===== src/rtl/hazard_scoreboard.sv =====
// Register hazard scoreboard: tracks long-latency loads, raises stalls and selects forwarding paths.
// Optional operand forwarding is compiled in when HAZARD_SCOREBOARD_FWD_EN is defined.
module hazard_scoreboard #(
   parameter int unsigned NUM_REGS = 16,
   parameter int unsigned ADDR_W   = 4,
   parameter int unsigned CNT_W    = 16
) (
   input  logic                clk,
   input  logic                rst,
   input  logic [ADDR_W-1:0]   src1,
   input  logic [ADDR_W-1:0]   src2,
   input  logic [ADDR_W-1:0]   src3,
   input  logic [2:0]          use_src,
   input  logic [ADDR_W-1:0]   exe_dest,
   input  logic                exe_wb_en,
   input  logic                exe_mem_r_en,
   input  logic [ADDR_W-1:0]   mem_dest,
   input  logic                mem_wb_en,
   input  logic                ld_issue,
   input  logic [ADDR_W-1:0]   ld_dest,
   input  logic                ld_done,
   input  logic [ADDR_W-1:0]   ld_done_dest,
   input  logic                flush,
   output logic                hazard,
   output logic [1:0]          fwd_sel1,
   output logic [1:0]          fwd_sel2,
   output logic [1:0]          fwd_sel3,
   output logic [NUM_REGS-1:0] pending,
   output logic [CNT_W-1:0]    stall_count
);

   logic [NUM_REGS-1:0] pending_q, pending_d;
   logic [NUM_REGS-1:0] issue_dec, done_dec;
   logic [CNT_W-1:0]    stall_count_q, stall_count_d;
   logic [ADDR_W-1:0]   src [3];
   logic [2:0]          pend_hit, exe_hit, mem_hit;

   assign src[0] = src1;
   assign src[1] = src2;
   assign src[2] = src3;

   // Decoding only indices below NUM_REGS drops out-of-range load addresses.
   always_comb begin
      issue_dec = '0;
      done_dec  = '0;
      for (int i = 0; i < NUM_REGS; i++) begin
         if (ld_issue && ld_dest == ADDR_W'(i))     issue_dec[i] = 1'b1;
         if (ld_done && ld_done_dest == ADDR_W'(i)) done_dec[i]  = 1'b1;
      end
   end

   always_comb begin
      pend_hit = '0;
      exe_hit  = '0;
      mem_hit  = '0;
      for (int k = 0; k < 3; k++) begin
         for (int i = 0; i < NUM_REGS; i++) begin
            if (use_src[k] && src[k] == ADDR_W'(i) && pending_q[i]) pend_hit[k] = 1'b1;
         end
         exe_hit[k] = use_src[k] && exe_wb_en && (src[k] == exe_dest);
         mem_hit[k] = use_src[k] && mem_wb_en && (src[k] == mem_dest);
      end
   end

`ifdef HAZARD_SCOREBOARD_FWD_EN
   function automatic logic [1:0] fwd_code(input logic from_exe, input logic from_mem);
      if (from_exe)      return 2'b01;
      else if (from_mem) return 2'b10;
      else               return 2'b00;
   endfunction

   always_comb begin
      hazard   = (|pend_hit) || (exe_mem_r_en && (|exe_hit));
      fwd_sel1 = 2'b00;
      fwd_sel2 = 2'b00;
      fwd_sel3 = 2'b00;
      if (!hazard) begin
         fwd_sel1 = fwd_code(exe_hit[0], mem_hit[0]);
         fwd_sel2 = fwd_code(exe_hit[1], mem_hit[1]);
         fwd_sel3 = fwd_code(exe_hit[2], mem_hit[2]);
      end
   end
`else
   logic unused_load_flag;
   assign unused_load_flag = exe_mem_r_en;

   // Without bypass paths any in-flight producer must stall the consumer.
   always_comb begin
      hazard   = (|pend_hit) || (|exe_hit) || (|mem_hit);
      fwd_sel1 = 2'b00;
      fwd_sel2 = 2'b00;
      fwd_sel3 = 2'b00;
   end
`endif

   // Set is applied after clear so a same-register issue wins; flush beats both.
   always_comb begin
      pending_d = flush ? '0 : ((pending_q & ~done_dec) | issue_dec);
      stall_count_d = stall_count_q;
      if (hazard && !(&stall_count_q)) stall_count_d = stall_count_q + CNT_W'(1);
   end

   always_ff @(posedge clk or negedge rst) begin
      if (!rst) begin
         pending_q     <= '0;
         stall_count_q <= '0;
      end else begin
         pending_q     <= pending_d;
         stall_count_q <= stall_count_d;
      end
   end

   assign pending     = pending_q;
   assign stall_count = stall_count_q;

endmodule


===== config.mk =====
export PLATFORM = sky130hd
export DESIGN_NAME = hazard_scoreboard
export DESIGN_NICKNAME = d
export VERILOG_FILES = /design/src/rtl/hazard_scoreboard.sv
export SDC_FILE = /design/constraint.sdc
export NUM_CORES = 1
export LEC_CHECK = 0
export BUFFER_PORTS_ARGS = -buffer_cell sky130_fd_sc_hd__buf_2
export CAP_MARGIN = 10
export CORE_ASPECT_RATIO = 0.7
export CORE_MARGIN = 5
export CORE_UTILIZATION = 40
export CTS_CLUSTER_DIAMETER = 200
export DETAILED_ROUTE_END_ITERATION = 6
export PLACE_DENSITY = 0.75
export REMOVE_ABC_BUFFERS = 1
export SLEW_MARGIN = 20
export SYNTH_ARGS = -nofsm -noshare
export SYNTH_HDL_FRONTEND = slang
export SYNTH_SLANG_ARGS = --single-unit

===== constraint.sdc =====
create_clock -name clk -period 2.9 [get_ports clk]
set_input_delay 0.145 -clock clk [delete_from_list [all_inputs] [get_ports clk]]
set_output_delay 0.145 -clock clk [all_outputs]
set_load 0.005 [all_outputs]

==> results.json, run 1 <==
{
  "root_buffer": "clkbuf_8",
  "routedWlPerCell_um": 17.31,
  "antenna_found_initial": 0,
  "initial_utilization_pct": 41.64,
  "dp.cells": 395,
  "insertion_delay_ns": 0.28,
  "cts_buffer_depth": 2,
  "grt_use_total_pct": 18.17,
  "tns_ns": 0,
  "start_kind": "flop",
  "timing.rr.start": "pending[5]",
  "synthTopCellsByArea": "dfrtp_1 33%, xor2_1 9.8%, o21ai_0 4.8%, nand2_1 4.2%, mux2i_1 4.2%",
  "rows": 23,
  "grt_pass1_vias": 2122,
  "run_status": "completed",
  "vias": 2248,
  "crit_required_ns": 2.76,
  "reg2reg_to": "stall_count[1]",
  "hold_depth": 3,
  "final.period_utilization_pct": 87.76,
  "cp_max_fo": 16,
  "cts_tree": "yes",
  "crit_slowest_cell": "mux4_1",
  "drt_pre_antenna_iters": 4,
  "critPathCaptureType": "output pin",
  "cts_buffers": 5,
  "drv_cap": 0,
  "synth-seq-cells": 32,
  "worst-r2r-cell-count": 7,
  "place_area_mm2": 0.002768,
  "port_buffers": 70,
  "min_path_type": "in2reg",
  "fin_area_mm2": 0.002868,
  "worstHoldStart": "ld_dest[0]",
  "die_w_um": 102.7,
  "cp_data_arrival_time_ns": 2.40,
  "hold-path-endpoint": "pending[11]",
  "fin_nets": 368,
  "area_delta_synth_final_pct": 19.06,
  "clk_pin_slew_ns": 0.06,
  "routed_wl_mm": 6.992,
  "hpwlAfterDp_mm": 5.358,
  "rrSetupSlack_ns": 0.47,
  "maxSlewViolCount": 0,
  "place.gp.congestion": 0.8689,
  "pin_count": 78,
  "die_h_um": 74.92,
  "drc_errors": 0,
  "fin_cells": 404,
  "synth_edf_count": 0,
  "ys_types": 50,
  "grt_max_degree": 33,
  "clock_sinks": 32,
  "yosys_warnings": 0,
  "worstMarginPinSlew_ns": 0.7310,
  "worst-setup-path-type": "reg2out",
  "grt-ovfl-total": 0,
  "seq_area_frac_synth_pct": 33.25,
  "coreArea_mm2": 0.005784,
  "cpPeakStageDelay_ns": 0.53,
  "critical_path.cell_chain": "mux4_1 > mux2_2 > o211a_1 > nor4_4 > buf_4 > inv_1 > buf_2",
  "ctsHoldBuffers": 1,
  "rsz0062_at_grt": "no",
  "syn_area_per_cell_um2": 9.228,
  "leakage_nw": 1.338,
  "ant_nets": 0,
  "num_antenna_cells": 0,
  "finalSetupViolations": 0,
  "fin_crit_ns": 2.545,
  "drtIter0Drc": 104,
  "ys.flop_type": "dfrtp_1",
  "slew_headroom_pct": 51.27,
  "max-vdd-ir-drop_uv": 326.5,
  "grt_pass1_wl_mm": 10.80,
  "ctsResizeCount": 0,
  "synth_largest_area_cell": "dfrtp_1",
  "ys_async_sr_fraction_pct": 100.0,
  "avgViaCountPerCell": 5.564,
  "fmax_mhz": 392.9,
  "clock_skew_ns": 0.006647,
  "hold_viol": 0,
  "syn_area_mm2": 0.002409,
  "layout_common_cells": "70 x buf_2, 32 x dfrtp_1, 27 x nand2_1, 27 x xor2_1, 23 x o21ai_0",
  "power.density_mw_per_mm2": 468.0,
  "final_common_cell": "buf_2",
  "drive_above_1_share_pct": 31.31,
  "cts_setup_buffers": 0,
  "syn_inst": 261,
  "htreeDepth": 2,
  "fillCellCount": 558,
  "dieArea_mm2": 0.007698,
  "synth_top_area_share_pct": 33.25
}
## metal layers
metal | global-route usage (%) | vias to the layer above | routed length, µm
met2 | 26.68 | 102 | 2964
met4 | 5.460 | 0 | 74
met3 | 3.889 | 9 | 575
met1 | 26.91 | 1079 | 3376
li1 | - | 1058 | -
met5 | 0 | - | 0
## cell usage after synthesis (3+ instances only)
cell type / number
o21ai_0: 23
mux4_2: 3
xnor2_1: 9
buf_2: 5
nor3_1: 5
nand2b_1: 3
dfrtp_1: 32
mux2i_1: 10
buf_6: 3
or2_2: 4
nor3_2: 5
nand3_1: 14
nor2_1: 5
clkbuf_1: 4
nor4_1: 5
nor4_2: 4
a21oi_1: 16
xor2_1: 27
inv_1: 8
nand2_1: 27
buf_4: 6
nor2b_1: 3
nand4_1: 6
## kinds of logic after synthesis
kind of cell | count (synthesis) | synth area share, %
and+or+nand+nor | 94 | 23.27
muxes | 18 | 10.70
xor gates and xnor gates | 36 | 13.09
other | 1 | 0.1557
adders and majority gates | 1 | 0.5194
AOI/OAI and AO/OA | 52 | 12.52
buffers and inverters | 27 | 6.493
DFF | 32 | 33.25
## per-stage QoR
| step | hold slack [ns] | utilization [%] | total power (W) | setup WS (ns) |
|---|---|---|---|---|
| 2_1_floorplan | -0.1506 | - | 0.0007948 | 0.2733 |
| 3_3_place_gp | 0.2399 | 47.85 | 0.0009822 | 0.4276 |
| 3_5_place_dp | 0.2464 | 47.85 | 0.0009941 | 0.4100 |
| 4_1_cts | 0.1529 | 49.58 | 0.001358 | 0.3272 |
| 5_1_grt | 0.1765 | 49.58 | 0.001426 | 0.2122 |
| 6_report | 0.1673 | 49.58 | 0.001342 | 0.3549 |
## area by class of cell
cell class              instances  area, µm²  share of cell area (%)
multi-input cells             207       1470                   51.27
flip-flops and latches         32      800.8                   27.92
repair buffers                 74      382.9                   13.35
well taps                      75      93.84                   3.272
clock buffers                   8      90.09                   3.141
inverters                       8      30.03                   1.047
## where the power goes
group	total (W)	internal, W	switching (W)
clock	0.000358	0.000194	0.000164
combinational	0.000379	0.000185	0.000194
sequential	0.000605	0.000518	0.0000874
## registers in the layout (all words and copies together) (netlist names)
| register | cells |
|---|---|
| pending | 16 |
| stall_count | 16 |
## worst max-delay path by stage
stage / endpoint / from / depth (start not counted) / slack [ns]
floorplan: stall_count[1] / pending[5] / 6 / 0.27
global route: hazard / pending[5] / 7 / 0.21
CTS: hazard / pending[5] / 7 / 0.33
global placement: stall_count[1] / src1[0] / 8 / 0.43
detailed placement: stall_count[1] / src1[0] / 8 / 0.41
finish: hazard / pending[5] / 7 / 0.35
## critical path, delay by kind of cell, from the launching register on
kind                   cells  cell delay [ns]
and+or+nand+nor            1             0.20
AOI/OAI and AO/OA          1             0.23
DFF                        1             0.42
buffers and inverters      3             0.46
muxes                      2             0.81
Note: power is estimated with default switching activity, not from simulation.
==> inputs of run 2 (changes only) <==
Settings changed: CTS_BUF_LIST set to sky130_fd_sc_hd__clkbuf_8.
==> results.json, run 2 (same netlist as run 1, synthesis figures left out) <==
{
  "cts_buffer_depth": 2,
  "grt_pass1_wl_mm": 10.80,
  "finalSetupViolations": 0,
  "pre_cts_ws_ns": 0.4100,
  "root_buffer": "clkbuf_8",
  "fin_nets": 368,
  "critPathCaptureType": "output pin",
  "coreArea_mm2": 0.005784,
  "num_antenna_cells": 0,
  "maxSlewViolCount": 0,
  "hpwlAfterDp_mm": 5.358,
  "vias": 2259,
  "slew_headroom_pct": 52.15,
  "die_w_um": 102.7,
  "rsz0062_at_grt": "no",
  "grt_pass1_vias": 2122,
  "area_delta_synth_final_pct": 19.06,
  "final_common_cell": "buf_2",
  "max-vdd-ir-drop_uv": 326.6,
  "clock_sinks": 32,
  "cts_tree": "yes",
  "htreeDepth": 2,
  "grt-ovfl-total": 0,
  "insertion_delay_ns": 0.28,
  "fillCellCount": 558,
  "grt_max_degree": 33,
  "clk_pin_slew_ns": 0.06,
  "drive_above_1_share_pct": 31.31,
  "tns_ns": 0,
  "pin_count": 78,
  "hold_viol": 0,
  "worst-setup-path-type": "reg2out",
  "die_h_um": 74.92,
  "rows": 23,
  "ant_nets": 0,
  "drc_errors": 0,
  "cp_max_fo": 16,
  "drt_pre_antenna_iters": 4,
  "startpoint": "pending[5]",
  "clock_skew_ns": 0.007625,
  "layout_common_cells": "70 x buf_2, 32 x dfrtp_1, 27 x nand2_1, 27 x xor2_1, 23 x o21ai_0",
  "cts_buffers": 5,
  "cts_setup_buffers": 0,
  "initial_utilization_pct": 41.64,
  "drv_cap": 0,
  "grt_use_total_pct": 18.17,
  "avgViaCountPerCell": 5.592,
  "start_kind": "flop",
  "fmax_mhz": 392.1,
  "timing.rr.start": "pending[5]",
  "drtIter0Drc": 104,
  "run_status": "completed",
  "p_total_w": 0.001334,
  "worstHoldStart": "ld_dest[0]",
  "antenna_found_initial": 0,
  "power.density_mw_per_mm2": 465.2,
  "leakage_nw": 1.346,
  "final.period_utilization_pct": 87.95,
  "setup_ws_ns": 0.3496,
  "place.gp.congestion": 0.8689,
  "routed_wl_mm": 7.006,
  "port_buffers": 70,
  "ctsResizeCount": 0,
  "fin_crit_ns": 2.550,
  "crit_required_ns": 2.76,
  "dieArea_mm2": 0.007698,
  "cp_data_arrival_time_ns": 2.41,
  "min_path_type": "in2reg",
  "worstMarginPinSlew_ns": 0.7177,
  "routedWlPerCell_um": 17.34
}
## run 2: critical path: stages, from the launching register on
cell	delay, ns
dfrtp_1	0.42
mux4_1	0.53
mux2_2	0.28
o211a_1	0.23
nor4_4	0.20
buf_4	0.28
inv_1	0.06
buf_2	0.12
## run 2: stage by stage
step                      cells  instance area, µm²  hold slack (ns)  util, %
after floorplan             247                2301          -0.1506        -
after global placement      395                2768           0.2399    47.85
after detailed placement    395                2768           0.2464    47.85
after CTS                   404                2868           0.1529    49.58
after global routing        404                2868           0.1765    49.58
final                       404                2868           0.1695    49.58
## run 2: report_power, final
group | total (W) | internal [W] | switching [W]
logic | 0.000379 | 0.000185 | 0.000194
registers | 0.000605 | 0.000518 | 0.0000875
clock network | 0.000350 | 0.000186 | 0.000163
## run 2: cell type report
class | count | area, µm² | share of cell area, %
clock inverters | 2 | 7.507 | 0.2618
flip-flops and latches | 32 | 800.8 | 27.92
clock buffers | 6 | 82.58 | 2.880
repair buffers | 74 | 382.9 | 13.35
multi-input cells | 207 | 1470 | 51.27
inverters | 8 | 30.03 | 1.047
well taps | 75 | 93.84 | 3.272
## run 2: what timing repair did
action / 4_1_cts / 5_1_grt
hold buffers: 1 / 0
endpoints found under the setup margin: 0 / 0
hold endpoints to repair: 32 / 0
## run 2: layer usage
layer | up-vias | routed length (µm) | track usage [%]
li1 | 1058 | - | -
met1 | 1092 | 3393 | 26.91
met2 | 100 | 2965 | 26.68
met3 | 9 | 573 | 3.889
met4 | 0 | 74 | 5.460
met5 | - | 0 | 0
## run 2: path summary, 6_finish.rpt
| path | to | slack [ns] | depth (start not counted) |
|---|---|---|---|
| max | hazard | 0.35 | 7 |
| min | pending[11] | 0.17 | 3 |
| max reg2reg | stall_count[1] | 0.46 | 7 |
| min reg2reg | stall_count[7] | 0.50 | 1 |
| max in group asynchronous | pending[13] | 1.98 | 2 |
| min in group asynchronous | stall_count[13] | 0.45 | 2 |
==> inputs of run 3 (changes only) <==
Settings changed: CORE_UTILIZATION 40 to 29, PLACE_DENSITY 0.75 to 0.61.
Clock period 2.9 ns to 3 ns, I/O delays scaled along.
==> results.json, run 3 (same netlist as run 1, synthesis figures left out) <==
{
  "fillCellCount": 855,
  "rows": 27,
  "grt-ovfl-total": 0,
  "num_antenna_cells": 0,
  "seq_area_um2": 800.8,
  "run_status": "completed",
  "insertion_delay_ns": 0.28,
  "leakage_nw": 1.335,
  "coreArea_mm2": 0.007973,
  "setup_ws_ns": 0.4495,
  "clock_skew_ns": 0.008029,
  "fin_area_mm2": 0.002908,
  "critPathCaptureType": "output pin",
  "htreeDepth": 2,
  "power.density_mw_per_mm2": 448.8,
  "root_buffer": "clkbuf_8",
  "finalSetupViolations": 0,
  "max-vdd-ir-drop_uv": 292.4,
  "fin_crit_ns": 2.551,
  "ant_nets": 0,
  "die_h_um": 86.25,
  "pin_count": 78,
  "hold_viol": 0,
  "initial_utilization_pct": 30.21,
  "cp_data_arrival_time_ns": 2.40,
  "layout_common_cells": "70 x buf_2, 32 x dfrtp_1, 27 x nand2_1, 27 x xor2_1, 23 x o21ai_0",
  "final_common_cell": "buf_2",
  "drv_cap": 0,
  "port_buffers": 70,
  "dieArea_mm2": 0.01026,
  "cts_tree": "yes",
  "hpwlAfterDp_mm": 5.747,
  "crit_required_ns": 2.85,
  "die_w_um": 118.9,
  "clock_sinks": 32,
  "drive_above_1_share_pct": 31.91,
  "drtIter0Drc": 198,
  "routedWlPerCell_um": 17.20,
  "worst-setup-path-type": "reg2out",
  "worstMarginPinSlew_ns": 0.7355,
  "grt_max_degree": 33,
  "clk_pin_slew_ns": 0.07,
  "place.gp.congestion": 0.8654,
  "slew_headroom_pct": 50.96,
  "routed_wl_mm": 7.395,
  "cp_max_fo": 16,
  "fmax_mhz": 392.1,
  "area_delta_synth_final_pct": 20.73,
  "start_kind": "flop",
  "drt_pre_antenna_iters": 5,
  "pre_cts_ws_ns": 0.5170,
  "multi_input_area_mm2": 0.001470,
  "place_area_mm2": 0.002800,
  "rsz0062_at_grt": "no",
  "antenna_found_initial": 0,
  "final.period_utilization_pct": 85.02,
  "grt_pass1_vias": 2234,
  "drc_errors": 0,
  "cts_buffer_depth": 2,
  "cts_buffers": 5,
  "tns_ns": 0,
  "grt_use_total_pct": 14.47,
  "min_path_type": "in2reg",
  "vias": 2265,
  "avgViaCountPerCell": 5.267,
  "maxSlewViolCount": 0,
  "grt_pass1_wl_mm": 11.93,
  "fin_nets": 368
}
==> run 3: changes by cell type in the layout (fill, tap and decap cells not counted) <==
cell	delta
clkinvlp_4	+2
inv_1	-2
==> run 3: final timing paths <==
| kind | to | cells after the start | slack (ns) | startpoint |
|---|---|---|---|---|
| worst max register to register | stall_count[1] | 7 | 0.55 | pending[7] |
| worst min-delay path | pending[15] | 3 | 0.19 | ld_dest[0] |
| max in group asynchronous | pending[9] | 2 | 2.05 | rst |
| min in group asynchronous | stall_count[12] | 2 | 0.46 | rst |
| worst min register to register | stall_count[4] | 1 | 0.49 | stall_count[4] |
| worst max-delay path | hazard | 7 | 0.45 | pending[7] |
==> run 3: per-stage QoR <==
step | power (W) | instances | util [%] | hold slack (ns)
global placement | 0.0009539 | 421 | 35.12 | 0.2493
CTS | 0.001325 | 430 | 36.47 | 0.1784
detailed placement | 0.0009655 | 421 | 35.12 | 0.2570
finish | 0.001305 | 430 | 36.47 | 0.1920
floorplan | 0.0007683 | 247 | - | -0.1456
global route | 0.001403 | 430 | 36.47 | 0.2069
==> run 3: report_power, final <==
group	internal (W)	leakage (nW)	switching (W)	total [W]
Clock	0.000186	0.0434	0.000164	0.000350
Combinational	0.000178	0.876	0.000192	0.000370
Sequential	0.000500	0.416	0.0000843	0.000585
Total	0.000864	1.34	0.000440	0.00130
==> run 3: layer usage <==
metal / up-vias / global-route usage (%) / share of wire, %
met1: 1109 / 22.17 / 52
li1: 1060 / - / -
met4: 0 / 2.524 / 0.57
met5: - / 0 / 0
met2: 92 / 20.36 / 40
met3: 4 / 3.914 / 6.8
==> run 3: critical path, cell delays in order, from the launching register on <==
cell and delay (ns):
dfrtp_1 0.45, mux4_1 0.49, mux2_2 0.28, o211a_1 0.23, nor4_4 0.20, buf_4 0.28, inv_1 0.06, buf_2 0.12
==> run 3: timing repair <==
action	CTS	global route
hold endpoints to repair	32	0
setup buffers	0	0
hold buffers	1	0
gates resized for setup	0	0
==> run 3: final cells by class <==
cell class / instances / area share, %
tap: 101 / 4.346
clock buffer: 6 / 2.840
timing repair buffer: 74 / 13.17
clock inverter: 2 / 0.5164
sequential: 32 / 27.54
inverter: 8 / 1.033
multi-input combinational: 207 / 50.56
